$ cat src/rtl/cnn_accel_pkg.sv
// Shared CNN accelerator definitions: sequencer state encoding and default dimensions.
package cnn_accel_pkg;

  typedef enum logic [1:0] {
    ST_IDLE = 2'd0,
    ST_RUN  = 2'd1,
    ST_DONE = 2'd2
  } conv_state_e;

  localparam int unsigned VECTOR_SIZE_DEF = 8;
  localparam int unsigned DIM_WIDTH_DEF   = 8;
  localparam int unsigned ADDR_WIDTH_DEF  = 12;

endpackage

$ cat src/rtl/conv_loop_counter.sv
// One nested-loop level: counts 0..limit on each enable, o_wrap flags the terminal count.
module conv_loop_counter #(
  parameter int unsigned WIDTH = 8
) (
  input  logic             i_clk,
  input  logic             i_rst_n,
  input  logic             i_clr,
  input  logic             i_inc,
  input  logic [WIDTH-1:0] i_limit,
  output logic [WIDTH-1:0] o_count,
  output logic             o_wrap
);

  logic [WIDTH-1:0] r_count;

  assign o_wrap  = (r_count == i_limit);
  assign o_count = r_count;

  always_ff @(posedge i_clk or negedge i_rst_n) begin
    if (!i_rst_n) begin
      r_count <= '0;
    end else if (i_clr) begin
      r_count <= '0;
    end else if (i_inc) begin
      r_count <= o_wrap ? '0 : r_count + WIDTH'(1);
    end
  end

endmodule

$ cat src/rtl/conv_window_sequencer.sv
// Stride-1 valid-convolution address sequencer feeding the MAC read ports.
// Optional stall-cycle counter port enabled by defining CONV_STALL_CNT_EN.
module conv_window_sequencer
  import cnn_accel_pkg::*;
#(
  parameter int unsigned VECTOR_SIZE = VECTOR_SIZE_DEF,
  parameter int unsigned DIM_WIDTH   = DIM_WIDTH_DEF,
  parameter int unsigned ADDR_WIDTH  = ADDR_WIDTH_DEF
) (
  input  logic                   clkIn,
  input  logic                   rstIn,
  input  logic                   startIn,
  input  logic [DIM_WIDTH-1:0]   filtRowsIn,
  input  logic [DIM_WIDTH-1:0]   filtColsIn,
  input  logic [DIM_WIDTH-1:0]   dataRowsIn,
  input  logic [DIM_WIDTH-1:0]   dataColsIn,
  output logic                   busyOut,
  output logic                   doneOut,
  output logic                   errOut,
  output logic                   validOut,
  input  logic                   readyIn,
  output logic [ADDR_WIDTH-1:0]  dataAddrOut,
  output logic [ADDR_WIDTH-1:0]  filtAddrOut,
  output logic [VECTOR_SIZE-1:0] laneMaskOut,
  output logic                   lastOut
`ifdef CONV_STALL_CNT_EN
  ,
  output logic [31:0]            stallCountOut
`endif
);

  localparam int unsigned AW = 2 * DIM_WIDTH + 1;
  localparam logic [AW-1:0] AREA_MAX = AW'(1 << ADDR_WIDTH);

  conv_state_e r_state, w_stateNext;

  logic [ADDR_WIDTH-1:0] r_dCols, r_fCols, r_fc;
  logic [ADDR_WIDTH-1:0] r_dataAddr, r_filtAddr;
  logic [ADDR_WIDTH-1:0] r_rowBase, r_pixBase, r_outRowBase, r_filtRowBase;
  logic [DIM_WIDTH-1:0]  r_rowLim, r_colLim, r_frLim, r_cLim;
  logic                  r_valid, r_err;

  logic                  w_startIdle, w_reject, w_accept, w_xfer, w_finalBeat;
  logic                  w_cWrap, w_frWrap, w_colWrap, w_rowWrap;
  logic [AW-1:0]         w_area;
  logic [ADDR_WIDTH-1:0] w_rowBaseNext, w_filtBaseNext, w_pixNext, w_outRowNext;
  logic [VECTOR_SIZE-1:0] w_mask;
  // Loop indices live implicitly in the address registers; only terminal flags are consumed.
  logic [3:0][DIM_WIDTH-1:0] w_cnt_unused;

  assign w_startIdle = (r_state == ST_IDLE) && startIn;
  assign w_area      = AW'(dataRowsIn) * AW'(dataColsIn);
  assign w_reject    = (filtRowsIn == '0) || (filtColsIn == '0) ||
                       (dataRowsIn == '0) || (dataColsIn == '0) ||
                       (filtRowsIn > dataRowsIn) || (filtColsIn > dataColsIn) ||
                       (w_area > AREA_MAX);
  assign w_accept    = w_startIdle && !w_reject;
  assign w_xfer      = r_valid && readyIn;
  assign w_finalBeat = w_cWrap && w_frWrap && w_colWrap && w_rowWrap;

  conv_loop_counter #(.WIDTH(DIM_WIDTH)) u_chunk (
    .i_clk(clkIn), .i_rst_n(rstIn), .i_clr(w_accept), .i_inc(w_xfer),
    .i_limit(r_cLim), .o_count(w_cnt_unused[0]), .o_wrap(w_cWrap)
  );
  conv_loop_counter #(.WIDTH(DIM_WIDTH)) u_frow (
    .i_clk(clkIn), .i_rst_n(rstIn), .i_clr(w_accept), .i_inc(w_xfer && w_cWrap),
    .i_limit(r_frLim), .o_count(w_cnt_unused[1]), .o_wrap(w_frWrap)
  );
  conv_loop_counter #(.WIDTH(DIM_WIDTH)) u_ocol (
    .i_clk(clkIn), .i_rst_n(rstIn), .i_clr(w_accept),
    .i_inc(w_xfer && w_cWrap && w_frWrap),
    .i_limit(r_colLim), .o_count(w_cnt_unused[2]), .o_wrap(w_colWrap)
  );
  conv_loop_counter #(.WIDTH(DIM_WIDTH)) u_orow (
    .i_clk(clkIn), .i_rst_n(rstIn), .i_clr(w_accept),
    .i_inc(w_xfer && w_cWrap && w_frWrap && w_colWrap),
    .i_limit(r_rowLim), .o_count(w_cnt_unused[3]), .o_wrap(w_rowWrap)
  );

  always_ff @(posedge clkIn or negedge rstIn) begin
    if (!rstIn) r_state <= ST_IDLE;
    else        r_state <= w_stateNext;
  end

  always_comb begin
    w_stateNext = r_state;
    busyOut     = 1'b0;
    doneOut     = 1'b0;
    case (r_state)
      ST_IDLE: if (w_accept) w_stateNext = ST_RUN;
      ST_RUN: begin
        busyOut = 1'b1;
        if (w_xfer && w_finalBeat) w_stateNext = ST_DONE;
      end
      ST_DONE: begin
        doneOut     = 1'b1;
        w_stateNext = ST_IDLE;
      end
      default: w_stateNext = ST_IDLE;
    endcase
  end

  assign w_rowBaseNext  = r_rowBase + r_dCols;
  assign w_filtBaseNext = r_filtRowBase + r_fCols;
  assign w_pixNext      = r_pixBase + ADDR_WIDTH'(1);
  assign w_outRowNext   = r_outRowBase + r_dCols;

  always_ff @(posedge clkIn or negedge rstIn) begin
    if (!rstIn) begin
      r_dCols       <= '0;
      r_fCols       <= '0;
      r_rowLim      <= '0;
      r_colLim      <= '0;
      r_frLim       <= '0;
      r_cLim        <= '0;
      r_fc          <= '0;
      r_dataAddr    <= '0;
      r_filtAddr    <= '0;
      r_rowBase     <= '0;
      r_pixBase     <= '0;
      r_outRowBase  <= '0;
      r_filtRowBase <= '0;
      r_valid       <= 1'b0;
      r_err         <= 1'b0;
    end else begin
      r_err <= w_startIdle && w_reject;
      if (w_startIdle) begin
        r_dCols  <= ADDR_WIDTH'(dataColsIn);
        r_fCols  <= ADDR_WIDTH'(filtColsIn);
        r_rowLim <= dataRowsIn - filtRowsIn;
        r_colLim <= dataColsIn - filtColsIn;
        r_frLim  <= filtRowsIn - DIM_WIDTH'(1);
        r_cLim   <= DIM_WIDTH'((32'(filtColsIn) - 32'd1) / VECTOR_SIZE);
      end
      if (w_accept) begin
        r_fc          <= '0;
        r_dataAddr    <= '0;
        r_filtAddr    <= '0;
        r_rowBase     <= '0;
        r_pixBase     <= '0;
        r_outRowBase  <= '0;
        r_filtRowBase <= '0;
        r_valid       <= 1'b1;
      end else if (w_xfer) begin
        // Innermost level that has not wrapped decides which base reloads the lane-0 addresses.
        if (!w_cWrap) begin
          r_fc       <= r_fc + ADDR_WIDTH'(VECTOR_SIZE);
          r_dataAddr <= r_dataAddr + ADDR_WIDTH'(VECTOR_SIZE);
          r_filtAddr <= r_filtAddr + ADDR_WIDTH'(VECTOR_SIZE);
        end else if (!w_frWrap) begin
          r_fc          <= '0;
          r_rowBase     <= w_rowBaseNext;
          r_dataAddr    <= w_rowBaseNext;
          r_filtRowBase <= w_filtBaseNext;
          r_filtAddr    <= w_filtBaseNext;
        end else if (!w_colWrap) begin
          r_fc          <= '0;
          r_pixBase     <= w_pixNext;
          r_rowBase     <= w_pixNext;
          r_dataAddr    <= w_pixNext;
          r_filtRowBase <= '0;
          r_filtAddr    <= '0;
        end else if (!w_rowWrap) begin
          r_fc          <= '0;
          r_outRowBase  <= w_outRowNext;
          r_pixBase     <= w_outRowNext;
          r_rowBase     <= w_outRowNext;
          r_dataAddr    <= w_outRowNext;
          r_filtRowBase <= '0;
          r_filtAddr    <= '0;
        end else begin
          r_valid <= 1'b0;
        end
      end
    end
  end

  always_comb begin
    w_mask = '0;
    for (int unsigned i = 0; i < VECTOR_SIZE; i++) begin
      w_mask[i] = r_valid && ((r_fc + ADDR_WIDTH'(i)) < r_fCols);
    end
  end

  assign validOut    = r_valid;
  assign errOut      = r_err;
  assign dataAddrOut = r_dataAddr;
  assign filtAddrOut = r_filtAddr;
  assign laneMaskOut = w_mask;
  assign lastOut     = r_valid && w_cWrap && w_frWrap;

`ifdef CONV_STALL_CNT_EN
  logic [31:0] r_stallCnt;

  always_ff @(posedge clkIn or negedge rstIn) begin
    if (!rstIn) begin
      r_stallCnt <= '0;
    end else if (w_accept) begin
      r_stallCnt <= '0;
    end else if (r_valid && !readyIn && (r_stallCnt != '1)) begin
      r_stallCnt <= r_stallCnt + 32'd1;
    end
  end

  assign stallCountOut = r_stallCnt;
`endif

endmodule
$ cat config.mk
export PLATFORM = sky130hd
export DESIGN_NAME = conv_window_sequencer
export DESIGN_NICKNAME = d
export VERILOG_FILES = /design/src/rtl/cnn_accel_pkg.sv /design/src/rtl/conv_loop_counter.sv /design/src/rtl/conv_window_sequencer.sv
export SDC_FILE = /design/constraint.sdc
export NUM_CORES = 1
export LEC_CHECK = 0
export ABC_AREA = 1
export BUFFER_PORTS_ARGS = -buffer_cell sky130_fd_sc_hd__clkbuf_2
export CORE_MARGIN = 10
export CORE_UTILIZATION = 44
export DETAILED_ROUTE_END_ITERATION = 8
export PLACE_DENSITY = 0.72
export SETUP_SLACK_MARGIN = 0.3
export SYNTH_ARGS = -nofsm -noshare
export SYNTH_HDL_FRONTEND = slang
export SYNTH_HIERARCHICAL = 1
export SYNTH_SLANG_ARGS = --single-unit
$ cat constraint.sdc
create_clock -name clkIn -period 7.5 [get_ports clkIn]
set_clock_uncertainty 0.1 [all_clocks]
set_input_delay 1.5 -clock clkIn [delete_from_list [all_inputs] [get_ports clkIn]]
set_output_delay 1.5 -clock clkIn [all_outputs]
set_load 0.02 [all_outputs]
==> results.md <==
- Synthesis Warnings: 6
- Commonest non-fill, non-tap cell in the layout: nand2_1
- Clock sinks: 163
- First-pass GRT wire length: 60.3 mm
- CP max FO: 13
- Filler cells: 3115
- Leak: 8.71 nW
- Outcome: finished clean
- Register area: 4080 µm²
- Cell taking the most area after synthesis: dfrtp_1
- Xor/xnor share of the synthesized area: 4.41%
- Post-Synth Adder-Cell Area: 14.8%
- Multi-input combinational cell area: 8290 µm²
- Tot GR Track Use: 18.7%
- Pins Over Slew Limit: 0
- Setup-failing EPs final: 0
- Tcrit/Tclk final: 86.4%
- Crit path launch type: input pin
- GPL Wtd Cong: 0.885
- Fraction of layout cells with a size suffix above 1: 9.15%
- Area grow syn2layout: 9.20%
- Fin nets: 2195
- Max-cap violations: 0
- Worst path arrival time: 6.70 ns
- Fraction of synthesized area in multiplexers: 0.153%
- Die Y: 198 µm
- HP Class: register to register
- Final Hold Fails: 0
- RSZ-0062 raised after global routing: no
- Total grt overflow: 0
- Crit path kind: input pin to register
- TritonCTS clock tree: done
- Clk pin slew, worst setup/hold paths: 0.07 ns
- WL/cell: 14.7 µm
- Worst slew slack as a fraction of its limit: 39.6%
- Pin count of the biggest net entering global routing: 138
- Diodes inserted: 0
- Fin crit period: 6.48 ns
- Largest family of logic cells by synthesized area: simple AND/OR/NAND/NOR gates
- Min Hold Slack: 0.382 ns
- First DRT Iteration DRCs: 907
- # rows: 65
- Share of async-settable or async-resettable flops after synthesis: 100%
- Sequential share of the synthesized area: 29.3%
- Cells after DPL: 2402
- Commonest cells after routing, fill and taps aside: 543 x nand2_1, 318 x inv_1, 253 x nand3_1
- Antenna-violating nets left: 0
- Hold buffer count at cts: 0
- Cell Count, Final, Fillers Out: 2434
- Top cell type's share of synthesized area: 29.3%
- DRT Pass-1 Iters: 5
- Mapped Area: 13900 µm²
- Die Area: 39100 µm²
- Most common flop cell mapped by yosys: dfrtp_1
- Post-synthesis compound-gate area fraction: 8.10%
- Starting Density: 44.3%
- Syn Inst Count: 1987
- Vias/cell: 5.24
- Top-Level Pins: 73
- Worst Path Required: 7.72 ns
- H-tree Lvls: 4
- Vias: 12700
- Pwr/cell area: 311 nW/µm²
- DRC Markers: 0
- Skew-Pair Late Insertion Delay: 0.44 ns
- Die width: 198 µm
- Synth Register Bits: 163
- Clock Path Buffers: 2
- Num CTS Buffers: 17
- CTS Root Cell: clkbuf_16
- Core area: 31400 µm²
- Critical path endpoint category: register
- Unique masters post-synth: 44
- Post-Synth Simple-Gate Area: 32.0%
- Total negative slack: 0 ns
- Buffers on Ports: 72
- Setup Fix Bufs, Post-CTS: 0
- Post-DP HPWL: 26.7 mm
- Number of synthesized flops with an enable pin: 0
- Cts repair resizes: 0
- VDD IR max: 184 µV
- Total Power: 4.73 mW
- Drt total wl: 35.8 mm
- Slew @ Worst Pin: 0.905 ns
- Area contributors post-synth: dfrtp_1 29%, nand2_1 15%, nand3_1 9.1%, ha_1 8.9%, inv_1 8.6%
- Avg Inst Size Synth: 7.00 µm²
- Syn_nets: 2163
- Number of antenna violations at the first check in global routing: 0
- Fmax: 154 MHz
- Vias in the first global route: 12300
## flip-flops by register name (all words and copies together) (netlist names), 9 cells and up
register	cells
r_rowBase	12
filtAddrOut	12
r_pixBase	12
r_outRowBase	12
dataAddrOut	12
r_fc	9
r_filtRowBase	12
## path summary, 6_finish.rpt
kind,from,endpoint,slack (ns),cells past startpoint
min reg2reg,r_state[1],r_state[1],0.38,1
min in group asynchronous,rstIn,r_outRowBase[11],1.05,1
max,dataRowsIn[1],u_orow/o_count[5],1.02,26
max reg2reg,u_chunk/o_count[5],dataAddrOut[2],3.62,15
max in group asynchronous,rstIn,errOut,4.84,2
min,r_state[1],r_state[1],0.38,1
## cell families (layout without fill, tap and decap cells)
logic type	after synthesis	after routing
mux	2	2
compound gates	196	196
simple gates	1016	1016
xor+xnor	70	70
fa+ha+maj	140	140
buf+inv	400	445
flops	163	163
## where the power goes
part / internal [mW] / total, mW / switching, mW
registers: 1.15 / 1.47 / 0.326
logic: 0.889 / 2.35 / 1.46
clock network: 0.480 / 0.905 / 0.425
total: 2.52 / 4.73 / 2.21
## area by class of cell
type / count / area share (%)
Clock inverter: 15 / 1.23
Inverter: 332 / 8.27
Clock buffer: 17 / 2.80
Sequential cell: 163 / 26.9
Tap cell: 402 / 3.31
Multi-Input combinational cell: 1424 / 54.6
Timing Repair Buffer: 81 / 2.94
## routing by layer
| metal | vias to the layer above | share of wire, % | track usage (%) |
|---|---|---|---|
| met5 | - | 0 | 0 |
| met1 | 6020 | 45 | 24.1 |
| met2 | 329 | 48 | 31.4 |
| met3 | 58 | 4.7 | 2.75 |
| met4 | 0 | 2.5 | 6.49 |
| li1 | 6339 | - | - |
## cells in the mapped netlist, drive strengths merged, types with 9 or more instances
cell type / count
xor2: 35
nand2: 555
dfrtp: 163
inv: 329
o21ai: 80
fa: 41
nor3: 13
nand4: 22
nor2: 153
xnor2: 35
clkbuf: 42
a21oi: 83
o21a: 9
a31oi: 14
nand3: 254
ha: 99
buf: 26
## worst max-delay path, stage by stage
cell and delay [ns]:
clkbuf_2 0.27, nand2_1 0.12, fa_1 0.50, fa_1 0.55, inv_1 0.06, fa_1 0.54
inv_1 0.06, fa_1 0.54, inv_1 0.05, ha_1 0.35, nand2_1 0.12, clkinv_1 0.07
nand3_1 0.10, nand2_1 0.10, a21oi_2 0.15, inv_1 0.05, nand2_1 0.06, nand3_1 0.07
nor2_1 0.16, nand4_1 0.21, inv_2 0.43, nor2_4 0.12, nor2_2 0.17, nand3_1 0.11
xor2_1 0.19, a21oi_2 0.05
## per-stage QoR
stage	setup slack (ns)	cell area [µm²]	util (%)
floorplan	0.989	13900	-
CTS	1.04	15200	48.4
global route	0.602	15200	48.4
global placement	0.689	14600	46.4
detailed placement	0.598	14600	46.4
finish	1.02	15200	48.4
No activity file was read; power rests on OpenSTA's default activity.
